==> src/rtl/bram_ring_controller.sv <==
// BRAM ring buffer flow controller: fill tracking, generator gating, irq.
// Optional stall watchdog compiled in with BRAM_RING_CTRL_WATCHDOG_EN.
module bram_ring_controller #(
    parameter int unsigned DEPTH_WORDS      = 16384,
    parameter int unsigned PKT_WORDS        = 144,
    parameter int unsigned IRQ_THRESH_WORDS = 4096,
    parameter int unsigned WDOG_CYCLES      = 1000000
) (
    input  logic        clk,
    input  logic        rstn,
    input  logic        start,
    input  logic        stop,
    input  logic [13:0] wr_addr,
    input  logic        pkt_end,
    input  logic [13:0] rd_addr,
    input  logic        irq_ack,
    output logic        gen_enable,
    output logic        irq,
    output logic [13:0] fill_words,
    output logic [31:0] pkt_count,
    output logic [15:0] hold_count,
    output logic [1:0]  state,
    output logic        stall_err
);

    localparam logic [1:0] S_IDLE  = 2'd0;
    localparam logic [1:0] S_RUN   = 2'd1;
    localparam logic [1:0] S_HOLD  = 2'd2;
    localparam logic [1:0] S_FLUSH = 2'd3;

    localparam logic [13:0] AMASK   = 14'(DEPTH_WORDS - 1);
    localparam logic [31:0] FREE_MX = 32'(DEPTH_WORDS - 1);
    localparam logic [31:0] PKT1    = 32'(PKT_WORDS);
    localparam logic [31:0] PKT2    = 32'(2 * PKT_WORDS);
    localparam logic [31:0] THRESH  = 32'(IRQ_THRESH_WORDS);

    logic [1:0]  state_q, state_d;
    logic        gen_q, irq_q;
    logic [13:0] fill_q, fill_prev_q, fill_d;
    logic [31:0] pkt_q, free;
    logic [15:0] hold_q;
    logic        run_like, start_ok, wdog_fire, hold_entry;

    assign fill_d   = (wr_addr - rd_addr) & AMASK;
    assign free     = FREE_MX - {18'd0, fill_q};
    assign run_like = (state_q == S_RUN) || (state_q == S_FLUSH);
    assign start_ok = (state_q == S_IDLE) && start && !stop;

    // Next-state decision; the watchdog overrides everything.
    always_comb begin
        state_d = state_q;
        unique case (state_q)
            S_IDLE:  if (start && !stop) state_d = S_RUN;
            S_RUN: begin
                if (stop)
                    state_d = S_FLUSH;
                else if (pkt_end && (free < PKT1))
                    state_d = S_HOLD;
            end
            S_HOLD: begin
                if (stop)
                    state_d = S_IDLE;
                else if (free >= PKT2)
                    state_d = S_RUN;
            end
            S_FLUSH: if (pkt_end) state_d = S_IDLE;
            default: state_d = S_IDLE;
        endcase
        if (wdog_fire) state_d = S_IDLE;
    end

    assign hold_entry = (state_q == S_RUN) && (state_d == S_HOLD);

    // State, generator gate and packet/hold counters.
    always_ff @(posedge clk or negedge rstn) begin
        if (!rstn) begin
            state_q <= S_IDLE;
            gen_q   <= 1'b0;
            pkt_q   <= 32'd0;
            hold_q  <= 16'd0;
        end else begin
            state_q <= state_d;
            gen_q   <= (state_d == S_RUN) || (state_d == S_FLUSH);
            if (start_ok)
                pkt_q <= 32'd0;
            else if (pkt_end && run_like)
                pkt_q <= pkt_q + 32'd1;
            if (start_ok)
                hold_q <= 16'd0;
            else if (hold_entry && (hold_q != 16'hFFFF))
                hold_q <= hold_q + 16'd1;
        end
    end

    // Fill level, its one-cycle history, and the threshold-crossing irq.
    always_ff @(posedge clk or negedge rstn) begin
        if (!rstn) begin
            fill_q      <= 14'd0;
            fill_prev_q <= 14'd0;
            irq_q       <= 1'b0;
        end else begin
            fill_q      <= fill_d;
            fill_prev_q <= fill_q;
            if (({18'd0, fill_q} >= THRESH) &&
                ({18'd0, fill_prev_q} < THRESH))
                irq_q <= 1'b1;
            else if (irq_ack)
                irq_q <= 1'b0;
        end
    end

`ifdef BRAM_RING_CTRL_WATCHDOG_EN
    logic [31:0] wdog_q;
    logic        stall_q;

    assign wdog_fire = run_like && !pkt_end &&
                       (wdog_q == 32'(WDOG_CYCLES - 1));

    // Stall watchdog: counts cycles since the last packet boundary.
    always_ff @(posedge clk or negedge rstn) begin
        if (!rstn) begin
            wdog_q  <= 32'd0;
            stall_q <= 1'b0;
        end else begin
            if (!run_like || pkt_end || wdog_fire)
                wdog_q <= 32'd0;
            else
                wdog_q <= wdog_q + 32'd1;
            if (start_ok)
                stall_q <= 1'b0;
            else if (wdog_fire)
                stall_q <= 1'b1;
        end
    end

    assign stall_err = stall_q;
`else
    assign wdog_fire = 1'b0;
    assign stall_err = 1'b0;
`endif

    assign gen_enable = gen_q;
    assign irq        = irq_q;
    assign fill_words = fill_q;
    assign pkt_count  = pkt_q;
    assign hold_count = hold_q;
    assign state      = state_q;

endmodule

==> config.mk <==
export PLATFORM = sky130hd
export DESIGN_NAME = bram_ring_controller
export DESIGN_NICKNAME = d
export VERILOG_FILES = /design/src/rtl/bram_ring_controller.sv
export SDC_FILE = /design/constraint.sdc
export NUM_CORES = 1
export LEC_CHECK = 0
export ABC_AREA = 1
export CORE_MARGIN = 1
export CORE_UTILIZATION = 56
export CTS_BUF_LIST = sky130_fd_sc_hd__clkbuf_8
export CTS_CLUSTER_DIAMETER = 80
export DETAILED_ROUTE_END_ITERATION = 8
export PLACE_DENSITY = 0.88
export SLEW_MARGIN = 20
export SYNTH_ARGS = -nofsm -noshare
export SYNTH_HDL_FRONTEND = slang
export SYNTH_SLANG_ARGS = --single-unit
export TNS_END_PERCENT = 20
==> constraint.sdc <==
create_clock -name clk -period 3.21 [get_ports clk]
set_input_delay 0.321 -clock clk [delete_from_list [all_inputs] [get_ports clk]]
set_output_delay 0.321 -clock clk [all_outputs]
set_load 0.02 [all_outputs]
==> impl_metrics.toml, run 1 <==
[clock_tree]
clock_path_buffers = 2
clk_pin_slew_worst_paths_ns = 0.07
root_buffer = "clkbuf_8"
cts_sinks = 67
cts_resized = 0
cts_tree = "yes"
cts_buffers = 9
clk_latency_ns = 0.35
cts_htree_levels = 3

[synth]
synth_edf_count = 0
ys.flop_type = "dfrtp_1"
yosysMostFrequentCell = "nand2_1"
yosys-top-cells-count = "nand2_1 (132), inv_1 (81), dfrtp_1 (67)"
synth_top_area_share_pct = 37.6
yosysUniqueCellTypes = 45
syn_area_mm2 = 0.00446
yosys.area.top_type = "dfrtp_1"
syn_avg_cell_area_um2 = 7.42
synth_seq_area_share_pct = 37.6
syn-num-nets = 651
synthTopCellsByArea = "dfrtp_1 (38%), nand2_1 (11%), inv_1 (6.8%)"
synth-seq-cells = 67
ys_warn_count = 0
synthArstFlopShare_pct = 100
synthCells = 601

[timing]
fin_crit_sh_pct = 73.4
fin_skew_ns = 0.00794
fin_crit_ns = 2.36
relSlewSlack_pct = 59.9
hold_viol = 0
max_freq_mhz = 424
finalSetupViolCount = 0
rsz0062_at_grt = "false"
worst_slew_pin_slew_ns = 0.602
fin_tns_setup_ns = 0
slew_violations = 0
setup_slack_ns = 0.854

[setup_path]
crit_type = "input pin to register"
critPathRequiredTime_ns = 3.49
cp-start-kind = "input pin"
r2r.worst_path.cells = 8
crit_end = "fill_words[10]$_DFF_PN0_"
reg2reg_setup_slack_ns = 0.97
startpoint = "wr_addr[0]"
r2r-start = "state[0]$_DFF_PN0_"
cp_max_fo = 3
cp-end-kind = "register"
reg2reg_to = "pkt_count[17]$_DFFE_PN0P_"
arrival_ns = 2.63

[finish]
antenna_cells = 0
final_cells = 809
area_growth_pct = 28.4
fill_cells = 573
drive_above_1_share_pct = 8.20
fin_nets = 752
utilization_pct = 74.2

[run_status]
status = "complete, no violations"

[placed_design]
placed_cells = 792
dp_worst_setup_slack_ns = 0.688
io_buffer_count = 99
place_hpwl_um = 8940
place.gp.congestion = 0.981

[floorplan]
top_level_ports = 101
die_x_um = 91.3
die_h_um = 91.3
coreArea_mm2 = 0.00773
rows = 32
initial_utilization_pct = 57.7
die_area_mm2 = 0.00833

[global_routing]
grt_usage_pct = 31.0
grt_first_pass_wirelength_um = 20600
grt_pass1_vias = 4545
overflow = 0
grt_start_max_net_pins = 42
antenna_found_initial = 0

[drt]
drc = 0
wl_um = 12400
dr.pass1.iters = 6
wl_per_cell_um = 15.3
drtAntennaViolNets = 0
viasPerCell = 5.70
drtIter0Drc = 277
dr_total_vias = 4610

[min_path]
hold_path.class = "register to register"
hold_depth = 1

[power]
p_leak_nw = 2.68
peakVddDrop_mv = 0.353
power_density_mw_per_mm2 = 549

[run]
drv_cap = 0
-- cells in the final DEF, fill, tap and decap left out, types with 2 or more instances in the layout --
| cell | synthesis | layout |
|---|---|---|
| buf_4 | 3 | 2 |
| nor2_1 | 62 | 62 |
| nor3_2 | 4 | 4 |
| nand3b_1 | 2 | 2 |
| o211ai_1 | 2 | 2 |
| inv_2 | 11 | 11 |
| xor2_1 | 19 | 19 |
| xnor2_1 | 5 | 5 |
| nand3_1 | 43 | 43 |
| inv_1 | 81 | 83 |
| clkinv_2 | 0 | 2 |
| bufinv_16 | 0 | 2 |
| nor2_4 | 3 | 3 |
| clkbuf_8 | 0 | 9 |
| nand4_1 | 39 | 39 |
| o21ai_1 | 12 | 12 |
| nor3_1 | 15 | 15 |
| ha_1 | 15 | 15 |
| dfrtp_1 | 67 | 67 |
| nor2_2 | 4 | 4 |
| nor4_1 | 2 | 2 |
| nand3_2 | 14 | 14 |
| a21oi_1 | 26 | 26 |
| clkdlybuf4s50_1 | 0 | 98 |
| nand2_1 | 132 | 132 |
| o21ai_0 | 10 | 10 |
| and3_1 | 2 | 2 |
-- worst max-delay path: stages --
cell and delay, ns:
clkdlybuf4s50_1 0.47, inv_1 0.04, ha_1 0.21, fa_1 0.41, inv_1 0.09, nand3_1 0.06
nand2_1 0.13, a21boi_0 0.16, o21ai_0 0.33, nand3_1 0.16, nand2_1 0.10, nand2_1 0.06
nand2_1 0.09
-- repair_timing --
item	CTS	global route
buffers inserted	0	0
hold buffers	1	0
endpoints found under the hold margin	20	0
-- registers in the layout, indices dropped and copies added (netlist names) --
signal,flops
fill_words,14
hold_count,16
pkt_count,32
fill_prev_q,2
irq,1
state,2
-- cell families after synthesis --
family / synth area share [%]
AOI/OAI and AO/OA: 7.49
xor gates and xnor gates: 4.71
adders and majority gates: 4.66
buffers and inverters: 9.59
DFF: 37.6
other: 0.0840
and+or+nand+nor: 35.9
-- through the flow --
step           total power [mW]  hold slack, ns  cell area (um2)
6_report                   3.15           0.447             5730
5_1_grt                    3.30           0.462             5730
3_5_place_dp               2.37           0.360             5510
4_1_cts                    3.14           0.452             5730
2_1_floorplan              1.90          0.0254             4460
3_3_place_gp               2.33           0.356             5510
-- metal layers --
metal,wire (um),up-vias,track usage (%)
met5,0,-,0
met4,551,0,17.1
met3,835,50,4.77
met2,6260,248,54.3
met1,4750,2140,36.3
li1,-,2172,-
-- power breakdown --
part	total, mW	internal (mW)	switching (mW)
clock	0.767	0.429	0.337
sequential	1.16	0.980	0.180
combinational	1.22	0.457	0.766
-- layout make-up --
| type | instances | area, um2 | share of cell area (%) |
|---|---|---|---|
| clock buffers | 9 | 124 | 2.16 |
| clock inverters | 7 | 85.1 | 1.48 |
| inverters | 93 | 349 | 6.09 |
| multi-input cells | 429 | 2360 | 41.1 |
| flip-flops and latches | 67 | 1680 | 29.3 |
| well taps | 102 | 128 | 2.23 |
| repair buffers | 102 | 1010 | 17.6 |
-- how the worst min path moves through the flow --
stage | slack (ns) | from | to
global route | 0.46 | fill_prev_q[12]$_DFF_PN0_ | irq$_DFFE_PN0P_
global placement | 0.36 | rstn | pkt_count[2]$_DFFE_PN0P_
finish | 0.45 | fill_prev_q[13]$_DFF_PN0_ | irq$_DFFE_PN0P_
CTS | 0.45 | fill_prev_q[13]$_DFF_PN0_ | irq$_DFFE_PN0P_
floorplan | 0.03 | rstn | fill_prev_q[12]$_DFF_PN0_
detailed placement | 0.36 | rstn | pkt_count[0]$_DFFE_PN0P_
Note: power is estimated with default switching activity, not from simulation.
==> run 2: changes to the inputs <==
- CORE_UTILIZATION: 56 -> 53
- PLACE_DENSITY: 0.88 -> 0.84
- clock period: 3.21 -> 2.3 ns (I/O delays scaled with it)
==> run 2 against run 1 <==
Flip-flop and latch count unchanged. Largest cell class unchanged. Sequential power rose by 38%. Clock skew is 0.0038 ns lower. Routed wire length is 5.7% lower. Largest power group unchanged. Die area up 5.5%. Core utilization decreased by 4.1 points. Final cell count up 0.99%. Non-clock buffer count up 5. Total power grew 32%. First-iteration DRC count fell by 6.9%. The flow now finishes with violations (DRC). Clock-buffer cell count stayed put. Critical path depth shrank 1.
==> impl_metrics.toml, run 2 (synthesis gave the netlist of run 1 again) <==
[run_status]
status = "finished with violations"
violations = "DRC"

[drt]
drtIter0Drc = 258
viasPerCell = 5.45
wl_per_cell_um = 14.3
drc = 2
dr_total_vias = 4456
dr.pass1.iters = 7
wl_um = 11700
drtAntennaViolNets = 0

[finish]
final_common_cell = "nand2_1"
fin_nets = 757
fill_cells = 678
antenna_cells = 0
final_cells = 817
final_cell_mix = "nand2_1 (132), clkdlybuf4s50_1 (98), inv_1 (85)"
largest_reg_flops = 32
drive_above_1_share_pct = 8.57
utilization_pct = 70.1
area_growth_pct = 28.4
fin_area_mm2 = 0.00573

[setup_path]
r2r.worst_path.cells = 8
slowest_stage = "clkdlybuf4s50_1"
cp-end-kind = "register"
crit_type = "input pin to register"
path_common_cell = "nand3_1"
cp_max_fo = 2
cp-start-kind = "input pin"
reg2reg_setup_slack_ns = 0.37
path_cells = "clkdlybuf4s50_1 -> inv_1 -> ha_1 -> fa_1 -> inv_1 -> nand3_1 -> nand2_1 -> a21boi_0 -> o21ai_0 -> nand3_1 -> nand3_1 -> nand2_1"
critical_path_depth = 12
critPathRequiredTime_ns = 2.53
max_stage_delay_ns = 0.45
arrival_ns = 2.23
cpLargestDelayFamily = "adder cells"
cp_num_buf_inv = 3

[floorplan]
die_area_mm2 = 0.00879
rows = 33
initial_utilization_pct = 54.6
die_h_um = 93.8
coreArea_mm2 = 0.00818
die_x_um = 93.8
top_level_ports = 101

[global_routing]
grt_first_pass_wirelength_um = 19500
antenna_found_initial = 0
grt_pass1_vias = 4275
grt_usage_pct = 28.4
grt_start_max_net_pins = 68
overflow = 0

[clock_tree]
clk_latency_ns = 0.34
clk_pin_slew_worst_paths_ns = 0.07
cts_htree_levels = 3
cts_tree = "yes"
cts_resized = 0
cts_sinks = 67
clock_path_buffers = 2
cts_buffers = 9
root_buffer = "clkbuf_8"

[placed_design]
place.gp.congestion = 0.959
placed_cells = 800
dpl_cell_area_mm2 = 0.00557
place_hpwl_um = 8630
dp_worst_setup_slack_ns = -0.0275
io_buffer_count = 99

[timing]
hold_viol = 0
holdWs_ns = 0.407
rsz0062_at_grt = "false"
setup_slack_ns = 0.301
finalSetupViolCount = 0
max_freq_mhz = 500
slew_violations = 0
fin_crit_sh_pct = 86.9
fin_skew_ns = 0.00415
fin_tns_setup_ns = 0
fin_crit_ns = 2.00

[power]
power_mw = 4.16
peakVddDrop_mv = 0.430
power_density_mw_per_mm2 = 727
p_leak_nw = 2.69

[run]
drv_cap = 0

[min_path]
hold_path.class = "input pin to async pin"
run 2: what timing repair did:
action / 4_1_cts / 5_1_grt
buffers inserted: 0 / 0
hold endpoints to repair: 67 / 0
hold buffers: 1 / 0
run 2: routing by layer:
metal  routed length [um]  track usage, %  up-vias
met2                 5790            47.7      186
met5                    0               0        -
met1                 4760            34.4     2056
met3                  720            6.55       38
li1                     -               -     2176
met4                  415            12.8        0
run 2: worst min-delay path, cell delays in order:
cell	delay, ns
dlygate4sd3_1	0.52
buf_2	0.12
buf_12	0.29
run 2: final timing paths:
check | startpoint | to
setup / recovery | wr_addr[0] | fill_words[10]$_DFF_PN0_
hold / removal | rstn | pkt_count[2]$_DFFE_PN0P_
setup reg to reg | state[0]$_DFF_PN0_ | pkt_count[17]$_DFFE_PN0P_
hold reg to reg | fill_prev_q[13]$_DFF_PN0_ | irq$_DFFE_PN0P_
max in group asynchronous | rstn | fill_prev_q[13]$_DFF_PN0_
min in group clk | fill_prev_q[13]$_DFF_PN0_ | irq$_DFFE_PN0P_
run 2: final cells by class:
class / count / area, um2 / share of cell area [%]
well taps: 105 / 131 / 2.29
repair buffers: 107 / 1060 / 18.5
clock inverters: 7 / 30.0 / 0.524
inverters: 93 / 349 / 6.09
flip-flops and latches: 67 / 1680 / 29.3
clock buffers: 9 / 124 / 2.16
multi-input cells: 429 / 2360 / 41.1
run 2: where the power goes:
part / leakage (nW) / switching, mW / internal [mW]
clock network: 0.0977 / 0.447 / 0.370
registers: 0.887 / 0.233 / 1.37
logic: 1.71 / 1.08 / 0.663
total: 2.69 / 1.76 / 2.40
==> run 3: changes to the inputs <==
- GPL_TIMING_DRIVEN: default -> 0
- SLEW_MARGIN: 20 -> 40
==> run 3 against run 2 <==
The run still ends with DRC left. First-iteration DRC count is 0.78% higher. Total power is 11% higher. Maximum frequency fell by 4.6%. Flip-flop and latch count unchanged. Non-clock buffer count up 6.
==> impl_metrics.toml, run 3 (synthesis gave the netlist of run 1 again) <==
[setup_path]
cp-end-kind = "register"
slowest_stage = "clkdlybuf4s50_1"
path_cells = "clkdlybuf4s50_1 -> inv_1 -> ha_1 -> fa_1 -> inv_1 -> nand3_1 -> nand2_1 -> a21boi_0 -> o21ai_1 -> nand3_1 -> nand3_1 -> nand2_1"
crit_type = "input pin to register"
path_common_cell = "nand3_1"
arrival_ns = 2.34
max_stage_delay_ns = 0.46
critPathRequiredTime_ns = 2.55
cp_max_fo = 3
cp-start-kind = "input pin"

[global_routing]
grt_start_max_net_pins = 38
grt_pass1_vias = 4476
grt_first_pass_wirelength_um = 20300
grt_usage_pct = 29.6
antenna_found_initial = 0
overflow = 0

[floorplan]
coreArea_mm2 = 0.00818
die_area_mm2 = 0.00879
rows = 33
die_x_um = 93.8
initial_utilization_pct = 54.6
die_h_um = 93.8
top_level_ports = 101

[drt]
drtIter0Drc = 260
drtAntennaViolNets = 0
wl_um = 12000
dr.pass1.iters = 7
drc = 1
dr_total_vias = 4540
wl_per_cell_um = 14.6
viasPerCell = 5.52

[clock_tree]
postCtsSetupBuffers = 0
cts_htree_levels = 3
cts_buffers = 9
clock_path_buffers = 2
clk_latency_ns = 0.36
root_buffer = "clkbuf_8"
cts_tree = "yes"
clk_pin_slew_worst_paths_ns = 0.07
cts_sinks = 67

[finish]
area_growth_pct = 31.2
final_cell_mix = "nand2_1 (132), clkdlybuf4s50_1 (98), inv_1 (82)"
regArea_mm2 = 0.00168
largest_reg_flops = 32
final_common_cell = "nand2_1"
drive_above_1_share_pct = 9.33
fin_nets = 763
multi_input_area_mm2 = 0.00236
antenna_cells = 0
fill_cells = 625

[timing]
fin_crit_ns = 2.10
worst_slew_pin_slew_ns = 0.577
finalSetupViolCount = 0
relSlewSlack_pct = 61.6
slew_violations = 0
fin_tns_setup_ns = 0
fin_skew_ns = 0.0112
hold_viol = 0
fin_crit_sh_pct = 91.2
max_freq_mhz = 477
rsz0062_at_grt = "false"

[placed_design]
io_buffer_count = 99
place.gp.congestion = 0.934
place_hpwl_um = 9050

[power]
power_mw = 4.63
peakVddDrop_mv = 0.413
p_leak_nw = 2.74
power_density_mw_per_mm2 = 792

[run_status]
violations = "DRC"
status = "finished with violations"

[min_path]
hold_path.class = "input pin to async pin"

[run]
drv_cap = 0
## run 3: cell types whose count changed in the layout (fill, tap and decap cells not counted)
cell,before,now
buf_2,1,5
bufinv_16,0,3
o21ai_0,10,9
o21ai_1,12,13
clkbuf_1,0,3
inv_1,85,82
buf_12,1,2
clkinv_2,3,2
clkbuf_8,9,10
buf_4,6,4
## run 3: per-layer routing
metal | routed length [um] | track usage [%] | vias up
li1 | - | - | 2190
met1 | 4780 | 35.0 | 2122
met2 | 5990 | 50.1 | 201
met3 | 840 | 6.55 | 27
met4 | 403 | 15.9 | 0
met5 | 0 | 0 | -
## run 3: worst paths after layout
| kind | from | to | depth (start not counted) | slack (ns) |
|---|---|---|---|---|
| setup / recovery | wr_addr[0] | fill_words[10]$_DFF_PN0_ | 12 | 0.20 |
| hold / removal | rstn | pkt_count[2]$_DFFE_PN0P_ | 2 | 0.34 |
| setup reg to reg | state[0]$_DFF_PN0_ | pkt_count[15]$_DFFE_PN0P_ | 7 | 0.36 |
| hold reg to reg | fill_prev_q[13]$_DFF_PN0_ | irq$_DFFE_PN0P_ | 1 | 0.44 |
| max in group asynchronous | rstn | hold_count[0]$_DFFE_PN0P_ | 3 | 1.42 |
| min in group clk | fill_prev_q[13]$_DFF_PN0_ | irq$_DFFE_PN0P_ | 1 | 0.44 |
## run 3: worst max-delay path, delay by kind of cell
family                   cells  cell delay [ns]
AND/OR/NAND/NOR              5             0.48
adder cells (fa/ha/maj)      2             0.63
AO/OA/AOI/OAI                2             0.42
buffers and inverters        3             0.58
## run 3: final cells by class
| class | count | area share, % |
|---|---|---|
| inverter | 93 | 5.96 |
| timing repair buffer | 101 | 17.4 |
| buffer | 12 | 1.35 |
| multi-input combinational | 429 | 40.3 |
| sequential | 67 | 28.6 |
| clock inverter | 6 | 1.77 |
| tap | 105 | 2.24 |
| clock buffer | 10 | 2.35 |
## run 3: what timing repair did
item,4_1_cts,5_1_grt
hold endpoints to repair,30,0
endpoints found under the setup margin,0,1
resized for setup,0,1
hold buffers,1,0
## run 3: report_power, final
| part | internal (mW) | total, mW | leakage (nW) | switching (mW) |
|---|---|---|---|---|
| registers | 1.37 | 1.61 | 0.887 | 0.247 |
| clock network | 0.742 | 1.22 | 0.127 | 0.474 |
| logic | 0.703 | 1.80 | 1.73 | 1.10 |
| total | 2.81 | 4.63 | 2.74 | 1.82 |
## run 3: stage by stage
stage / area, um2 / worst slack [ns] / hold slack, ns / util (%) / cells
after floorplan: 4460 / 0.510 / -0.0656 / - / 601
after global placement: 5580 / -1.17 / 0.427 / 68.3 / 805
after detailed placement: 5600 / -0.182 / 0.184 / 68.5 / 806
after CTS: 5850 / 0.180 / 0.357 / 71.6 / 823
after global routing: 5850 / 0.0627 / 0.386 / 71.6 / 823
final: 5850 / 0.203 / 0.341 / 71.6 / 823
